$ cat src/rtl/max_argmax_pkg.sv
// Shared types, tie-policy constants and the element comparison for max_argmax_stream.
// Define MAX_ARGMAX_SIGNED_EN to compare elements as two's-complement signed values.
package max_argmax_pkg;

   typedef enum logic {
      ST_EMPTY = 1'b0,
      ST_ACC   = 1'b1
   } state_t;

   localparam int TIE_POLICY_FIRST = 0;
   localparam int TIE_POLICY_LAST  = 1;

   // Operands arrive zero-extended to 64 bits; w is the real element width.
   function automatic logic elem_gt(input logic [63:0] a,
                                    input logic [63:0] b,
                                    input int unsigned w);
`ifdef MAX_ARGMAX_SIGNED_EN
      logic signed [63:0] sa;
      logic signed [63:0] sb;
      // Left-align so the element sign bit becomes bit 63.
      sa = signed'(a << (64 - w));
      sb = signed'(b << (64 - w));
      return sa > sb;
`else
      return a > b;
`endif
   endfunction

endpackage

$ cat src/rtl/max_argmax_cmp.sv
// Combinational running-max update: keeps (cur_max, cur_arg) or takes (cand, idx).
module max_argmax_cmp
   import max_argmax_pkg::*;
#(
   parameter int unsigned WIDTH    = 8,
   parameter int unsigned SIZE     = 3,
   parameter int          TIE_LAST = 1
) (
   input  logic [WIDTH-1:0] cur_max,
   input  logic [SIZE-1:0]  cur_arg,
   input  logic [WIDTH-1:0] cand,
   input  logic [SIZE-1:0]  idx,
   output logic [WIDTH-1:0] new_max,
   output logic [SIZE-1:0]  new_arg
);

   logic take;

   always_comb begin
      take = elem_gt(64'(cand), 64'(cur_max), WIDTH) ||
             ((TIE_LAST == TIE_POLICY_LAST) && (cand == cur_max));
      new_max = take ? cand : cur_max;
      new_arg = take ? idx  : cur_arg;
   end

endmodule

$ cat src/rtl/max_argmax_stream.sv
// Streaming per-frame max/argmax with valid/ready on both sides and one-cycle result latency.
// Define MAX_ARGMAX_SIGNED_EN for signed element comparison (unsigned otherwise).
module max_argmax_stream
   import max_argmax_pkg::*;
#(
   parameter int unsigned WIDTH    = 8,
   parameter int unsigned SIZE     = 3,
   parameter int          TIE_LAST = 1
) (
   input  logic             clk,
   input  logic             rst,
   input  logic             in_valid,
   output logic             in_ready,
   input  logic [WIDTH-1:0] in_data,
   input  logic             in_last,
   output logic             out_valid,
   input  logic             out_ready,
   output logic [WIDTH-1:0] out_max,
   output logic [SIZE-1:0]  out_argmax,
   output logic [SIZE:0]    out_count
);

   state_t           state_p0;
   logic [WIDTH-1:0] run_max_p0;
   logic [SIZE-1:0]  run_arg_p0;
   logic [SIZE-1:0]  idx_p0;
   logic             vld_p1;

   logic [WIDTH-1:0] cmp_max;
   logic [SIZE-1:0]  cmp_arg;
   logic [WIDTH-1:0] nxt_max;
   logic [SIZE-1:0]  nxt_arg;
   logic [SIZE-1:0]  cur_idx;
   logic             accept;
   logic             close;

   max_argmax_cmp #(
      .WIDTH   (WIDTH),
      .SIZE    (SIZE),
      .TIE_LAST(TIE_LAST)
   ) u_cmp (
      .cur_max(run_max_p0),
      .cur_arg(run_arg_p0),
      .cand   (in_data),
      .idx    (idx_p0),
      .new_max(cmp_max),
      .new_arg(cmp_arg)
   );

   assign out_valid = vld_p1;
   assign in_ready  = !(vld_p1 && !out_ready);

   // Stage p0: merge the incoming element into the running frame state.
   always_comb begin
      accept  = in_valid && in_ready;
      cur_idx = (state_p0 == ST_EMPTY) ? '0 : idx_p0;
      nxt_max = (state_p0 == ST_EMPTY) ? in_data : cmp_max;
      nxt_arg = (state_p0 == ST_EMPTY) ? '0 : cmp_arg;
      close   = in_last || (cur_idx == '1);
   end

   // Stage p1: closed-frame result register and frame-state FSM.
   always_ff @(posedge clk) begin
      if (rst) begin
         state_p0   <= ST_EMPTY;
         run_max_p0 <= '0;
         run_arg_p0 <= '0;
         idx_p0     <= '0;
         vld_p1     <= 1'b0;
         out_max    <= '0;
         out_argmax <= '0;
         out_count  <= '0;
      end else begin
         if (vld_p1 && out_ready)
            vld_p1 <= 1'b0;
         if (accept) begin
            if (close) begin
               state_p0   <= ST_EMPTY;
               idx_p0     <= '0;
               vld_p1     <= 1'b1;
               out_max    <= nxt_max;
               out_argmax <= nxt_arg;
               out_count  <= (SIZE+1)'(cur_idx) + (SIZE+1)'(1);
            end else begin
               state_p0   <= ST_ACC;
               run_max_p0 <= nxt_max;
               run_arg_p0 <= nxt_arg;
               idx_p0     <= cur_idx + SIZE'(1);
            end
         end
      end
   end

endmodule

$ cat config.mk
export PLATFORM = sky130hd
export DESIGN_NAME = max_argmax_stream
export DESIGN_NICKNAME = d
export VERILOG_FILES = /design/src/rtl/max_argmax_pkg.sv /design/src/rtl/max_argmax_cmp.sv /design/src/rtl/max_argmax_stream.sv
export SDC_FILE = /design/constraint.sdc
export NUM_CORES = 1
export LEC_CHECK = 0
export ABC_CLOCK_PERIOD_IN_PS = 4800
export CELL_PAD_IN_SITES_DETAIL_PLACEMENT = 0
export CELL_PAD_IN_SITES_GLOBAL_PLACEMENT = 2
export CORE_MARGIN = 3
export CORE_UTILIZATION = 34
export CTS_CLUSTER_SIZE = 20
export DETAILED_ROUTE_END_ITERATION = 6
export PLACE_DENSITY = 0.93
export SKIP_CTS_REPAIR_TIMING = 1
export SLEW_MARGIN = 20
export SYNTH_ARGS = -nofsm -noshare
export SYNTH_HDL_FRONTEND = slang
export SYNTH_SLANG_ARGS = --single-unit
export TNS_END_PERCENT = 1
$ cat constraint.sdc
create_clock -name clk -period 4.8 [get_ports clk]
set_input_delay 0.48 -clock clk [delete_from_list [all_inputs] [get_ports clk]]
set_output_delay 0.48 -clock clk [all_outputs]
set_load 0.02 [all_outputs]
### Word-level counts from Yosys, hierarchy flattened

Index checks and enable logic that the tools add are counted.

* $add $sub $neg: 2
* multiply operators: 0
* div/mod/pow operators: 0
* magnitude comparators: 1
* eq/ne operators: 2
* shift operators: 0
* muxes and demuxes: 10
* bitwise logic cells: 1
* reductions and logical operators: 9

Operator list (count)
* 8-bit 2-to-1 mux: 2
* 3-bit 2-to-1 mux: 4
* 8-bit equality test: 1
* 8-bit greater-than comparator: 1
* 3-bit by 1-bit adder with 4-bit output (second input constant): 1
* 1-bit 2-to-1 mux: 4
* 2-bit AND reduction: 2
* 3-bit by 1-bit adder with 3-bit output (second input constant): 1
* 3-bit equality test (second input constant): 1
* 1-bit logical AND: 3
* 1-bit logical NOT: 2
* 1-bit logical OR: 2
* 1-bit inverter: 1

* register bits after elaboration: 31
* latch bits: 0
* bits in writable memories: 0
* bits in read-only memories: 0
* input port bits: 13
* output and inout port bits: 17
* memories: 0

### Depth between registers and ports, before layout

* depth in word-level cells: 5
* gate-level depth with buffers: 9

### By module

From an unflattened synthesis, not the netlist that was laid out.

* cell total of the unflattened synthesis: 174
* area, all modules: 1729.2 um^2

By module, submodules not included
* max_argmax_stream: times used 1, cells an instance 136, area each 1390.1 um^2
* max_argmax_cmp: times used 1, cells an instance 38, area each 339.1 um^2

### Worst setup path before layout

No wires, ideal clock.

* path type: input to register
* from: in in_data[0]
* to: reg out_max[0]
* library setup time: 117 ps
* arrival time: 2146 ps
* path slack: 2537 ps
* stages on the path: 8
* path buffers: 1
* path through: inv_1 -> ha_1 -> nand2b_1 -> a2111o_1 -> a311oi_4 -> buf_6 -> mux2i_1 -> o2bb2ai_1

* word-level cells in the longest chain between the ends: 4

RTL lines
* from (decl): RTL line max_argmax_stream.sv:14 `input logic [WIDTH-1:0] in_data,`
* 8-bit greater-than comparator / 8-bit equality test (equally long branches): RTL line max_argmax_pkg.sv:25, max_argmax_cmp.sv:21
* 1-bit logical OR: RTL line max_argmax_cmp.sv:20 `take = elem_gt(64'(cand), 64'(cur_max), WIDTH) ||`
* 8-bit 2-to-1 mux: RTL line max_argmax_cmp.sv:22 `new_max = take ? cand : cur_max;`
* 8-bit 2-to-1 mux *: RTL line max_argmax_stream.sv:57 `nxt_max = (state_p0 == ST_EMPTY) ? in_data : cmp_max;`
* to (signal assigned): RTL line max_argmax_stream.sv:81 `out_max <= nxt_max;`
* to (decl): RTL line max_argmax_stream.sv:18 `output logic [WIDTH-1:0] out_max,`

Mark *: on every way between the ends. The rest lies on a longest branch, timed or not.
A chain may end at the register's enable or synchronous reset.

### Final worst setup path

* from: in in_data[0]
* to: reg run_max_p0[0]

* word-level cells in the longest chain between the ends: 4

RTL lines
* 8-bit greater-than comparator / 8-bit equality test (equally long branches): RTL line max_argmax_pkg.sv:25, max_argmax_cmp.sv:21
* 1-bit logical OR: RTL line max_argmax_cmp.sv:20
* 8-bit 2-to-1 mux: RTL line max_argmax_cmp.sv:22
* 8-bit 2-to-1 mux *: RTL line max_argmax_stream.sv:57
* to (signal assigned): RTL line max_argmax_stream.sv:86 `run_max_p0 <= nxt_max;`
* to (decl): RTL line max_argmax_stream.sv:24 `logic [WIDTH-1:0] run_max_p0;`

Marked as above.

==> impl_metrics.ini <==
[sta]
fin_crit_sh_pct = 62.3
worst_slack_ns = 1.81
tightest_slew_ns = 0.816
setup_viol = 0
timing.slew.headroom_pct = 45.4
fin_skew_ns = 0.00414
finalHoldViolations = 0
max_freq_mhz = 334
fin_crit_ns = 2.99
maxSlewViolCount = 0
fin_tns_setup_ns = 0
rsz0062_at_grt = no

[final_layout]
layoutNonFillerInstCount = 230
syn_to_final_growth_pct = 27.3
fill_cells = 399
fin_util_pct = 46.6
stdcell_area_um2 = 1930
diodes = 0
drive_above_1_share_pct = 6.11
nets = 202

[critical_path]
cp_slowest_stage_delay_ns = 0.75
critPathRequiredTime_ns = 4.95
critPathBufInv = 2
cp_max_fo = 12
cp_cell_sequence = clkdlybuf4s50_1 > inv_1 > ha_1 > nand2b_1 > a2111o_1 > a311oi_4 > nor2_2 > mux2i_1
r2r_slack_ns = 2.16
crit_family = compound AO/OA/AOI/OAI gates
crit_type = primary input to flop
cp-end-kind = flop
crit_path_start_kind = primary input
cp_slowest_cell = a311oi_4
cp.arrival_ns = 3.14

[power]
p_per_area_nw_per_um2 = 303
ir_drop_mv = 0.196
p_leak_nw = 0.713

[logic_synthesis]
synthesis.nets = 172
ys_ff_latch = 31
synth_warnings = 0
syn-mean-instance-area_um2 = 10.2
yosysTopAreaCell = dfxtp_1
synth.distinct_cells = 30
syn-cell-area_um2 = 1520
synth-seq-area-share_pct = 41.0
synthTopCellsByArea = dfxtp_1, mux2i_1, ha_1
netlist_instances = 149
synth_top_cell_area_share_pct = 41.0

[floorplan]
chipWidth_um = 72.8
pin_count = 30
initial_core_util_pct = 36.6
num_rows = 23
die_area_um2 = 5290
coreArea_um2 = 4140
fp.dieH_um = 72.8

[grt]
grtUsageTotal_pct = 14.0
gr-total-overflow = 0
first_global_vias = 1249
grt_pass1_wl_mm = 5.69
grt_max_degree = 28
antenna_found_initial = 0

[place]
dpl_worst_slack_ns = 1.48
routabilityCongestion = 0.774
placed_area_um2 = 1830
port_buffers = 29
dpl.cell_count = 222
post-dp-hpwl_mm = 2.40

[routing]
ant_nets = 0
wl_per_cell_um = 14.2
drc = 0
viasPerCell = 5.21
drtPass1Iterations = 4
drt_iter0_drc = 57
vias = 1198
routed_wl_mm = 3.27

[worst_hold_path]
hp-class = flop to flop

[clock_tree]
clock_latency_ns = 0.28
clk_pin_slew_ns = 0.06
h-tree-depth = 2
ctsLongestPathBuffers = 2
tritoncts = yes
clock-sinks = 31
cts_buffers = 5
cts_root_buffer = clkbuf_8

[status]
status = complete, no violations

[job]
maxCapViolations = 0
==> path summary, 6_finish.rpt <==
kind / from / to / depth (start not counted)
max: in_data[0] / run_max_p0[0]$_SDFFE_PP0P_ / 8
max reg2reg: run_max_p0[6]$_SDFFE_PP0P_ / run_max_p0[0]$_SDFFE_PP0P_ / 7
min: out_argmax[2]$_SDFFE_PP0P_ / out_argmax[2]$_SDFFE_PP0P_ / 1
min reg2reg: out_argmax[2]$_SDFFE_PP0P_ / out_argmax[2]$_SDFFE_PP0P_ / 1
==> layout by cell type (no fill, tap or decap), types with 2 or more instances in the layout <==
cell type	synthesis	layout
a21oi_1	3	3
a22o_1	3	3
a22oi_1	3	3
and2_1	2	2
clkbuf_8	0	7
clkdlybuf4s50_1	0	29
dfxtp_1	31	31
ha_1	10	10
inv_1	10	10
mux2i_1	19	19
nand2_1	3	3
nand2b_1	18	18
nand3_1	2	2
nand3b_1	2	2
nor2_1	7	6
nor2_2	1	2
nor3_1	2	2
o21ai_0	3	3
o2bb2ai_1	12	12
or3_1	3	3
==> worst register-to-register path: stages (launching register included) <==
cell and delay, ns:
dfxtp_1 0.35, inv_1 0.05, ha_1 0.27, and3_1 0.21
a221o_2 0.43, a311oi_4 0.71, nor2_2 0.28, mux2i_1 0.19
==> report_power, final <==
group	internal, mW	switching [mW]	total, mW
logic	0.0413	0.0444	0.0858
registers	0.267	0.00667	0.274
clock network	0.131	0.0942	0.225
==> cell usage after synthesis <==
library cell	instances
a2111o_1	1
a211oi_1	1
a21o_1	1
a21oi_1	3
a221o_2	1
a22o_1	3
a22oi_1	3
a311oi_4	1
a31oi_1	1
and2_1	2
and3_1	1
buf_4	3
buf_6	1
clkbuf_1	2
dfxtp_1	31
ha_1	10
inv_1	10
mux2i_1	19
nand2_1	3
nand2b_1	18
nand3_1	2
nand3b_1	2
nor2_1	7
nor2_2	1
nor3_1	2
o211a_1	1
o21a_1	1
o21ai_0	3
o2bb2ai_1	12
or3_1	3
==> routing by layer <==
layer  up-vias  global-route usage (%)  part of all wire, %
met2        35                    21.4                   47
met4         0                    6.15                  1.3
met5         -                       0                    0
met1       561                    16.9                   45
li1        596                       -                    -
met3         6                    6.47                  6.6
==> final cells by class <==
type	instances	area, µm²	share of cell area [%]
Timing Repair Buffer	29	290	15.0
Inverter	10	37.5	1.95
Clock buffer	8	100	5.19
Sequential cell	31	621	32.2
Tap cell	50	62.6	3.24
Multi-Input combinational cell	102	818	42.4
==> registers in the layout (all words and copies together), names as in the netlist <==
| register | count |
|---|---|
| out_max | 8 |
| out_count | 4 |
| out_argmax | 3 |
| run_arg_p0 | 3 |
| state_p0 | 1 |
| run_max_p0 | 8 |
| out_valid | 1 |
| idx_p0 | 3 |
==> cell families after synthesis <==
group / Yosys count / share of synthesized area, %
AO/OA/AOI/OAI: 32 / 17.9
flip-flops: 31 / 41.0
AND/OR/NAND/NOR: 41 / 15.1
adder cells (fa/ha/maj): 10 / 8.26
buffers and inverters: 16 / 5.20
multiplexers: 19 / 12.6
==> metrics by stage <==
step,hold slack (ns),power (mW)
after detailed placement,0.446,0.366
after global routing,0.488,0.615
after global placement,0.444,0.363
final,0.461,0.584
after CTS,0.470,0.593
after floorplan,0.453,0.334
(Power assumes the default switching activity.)
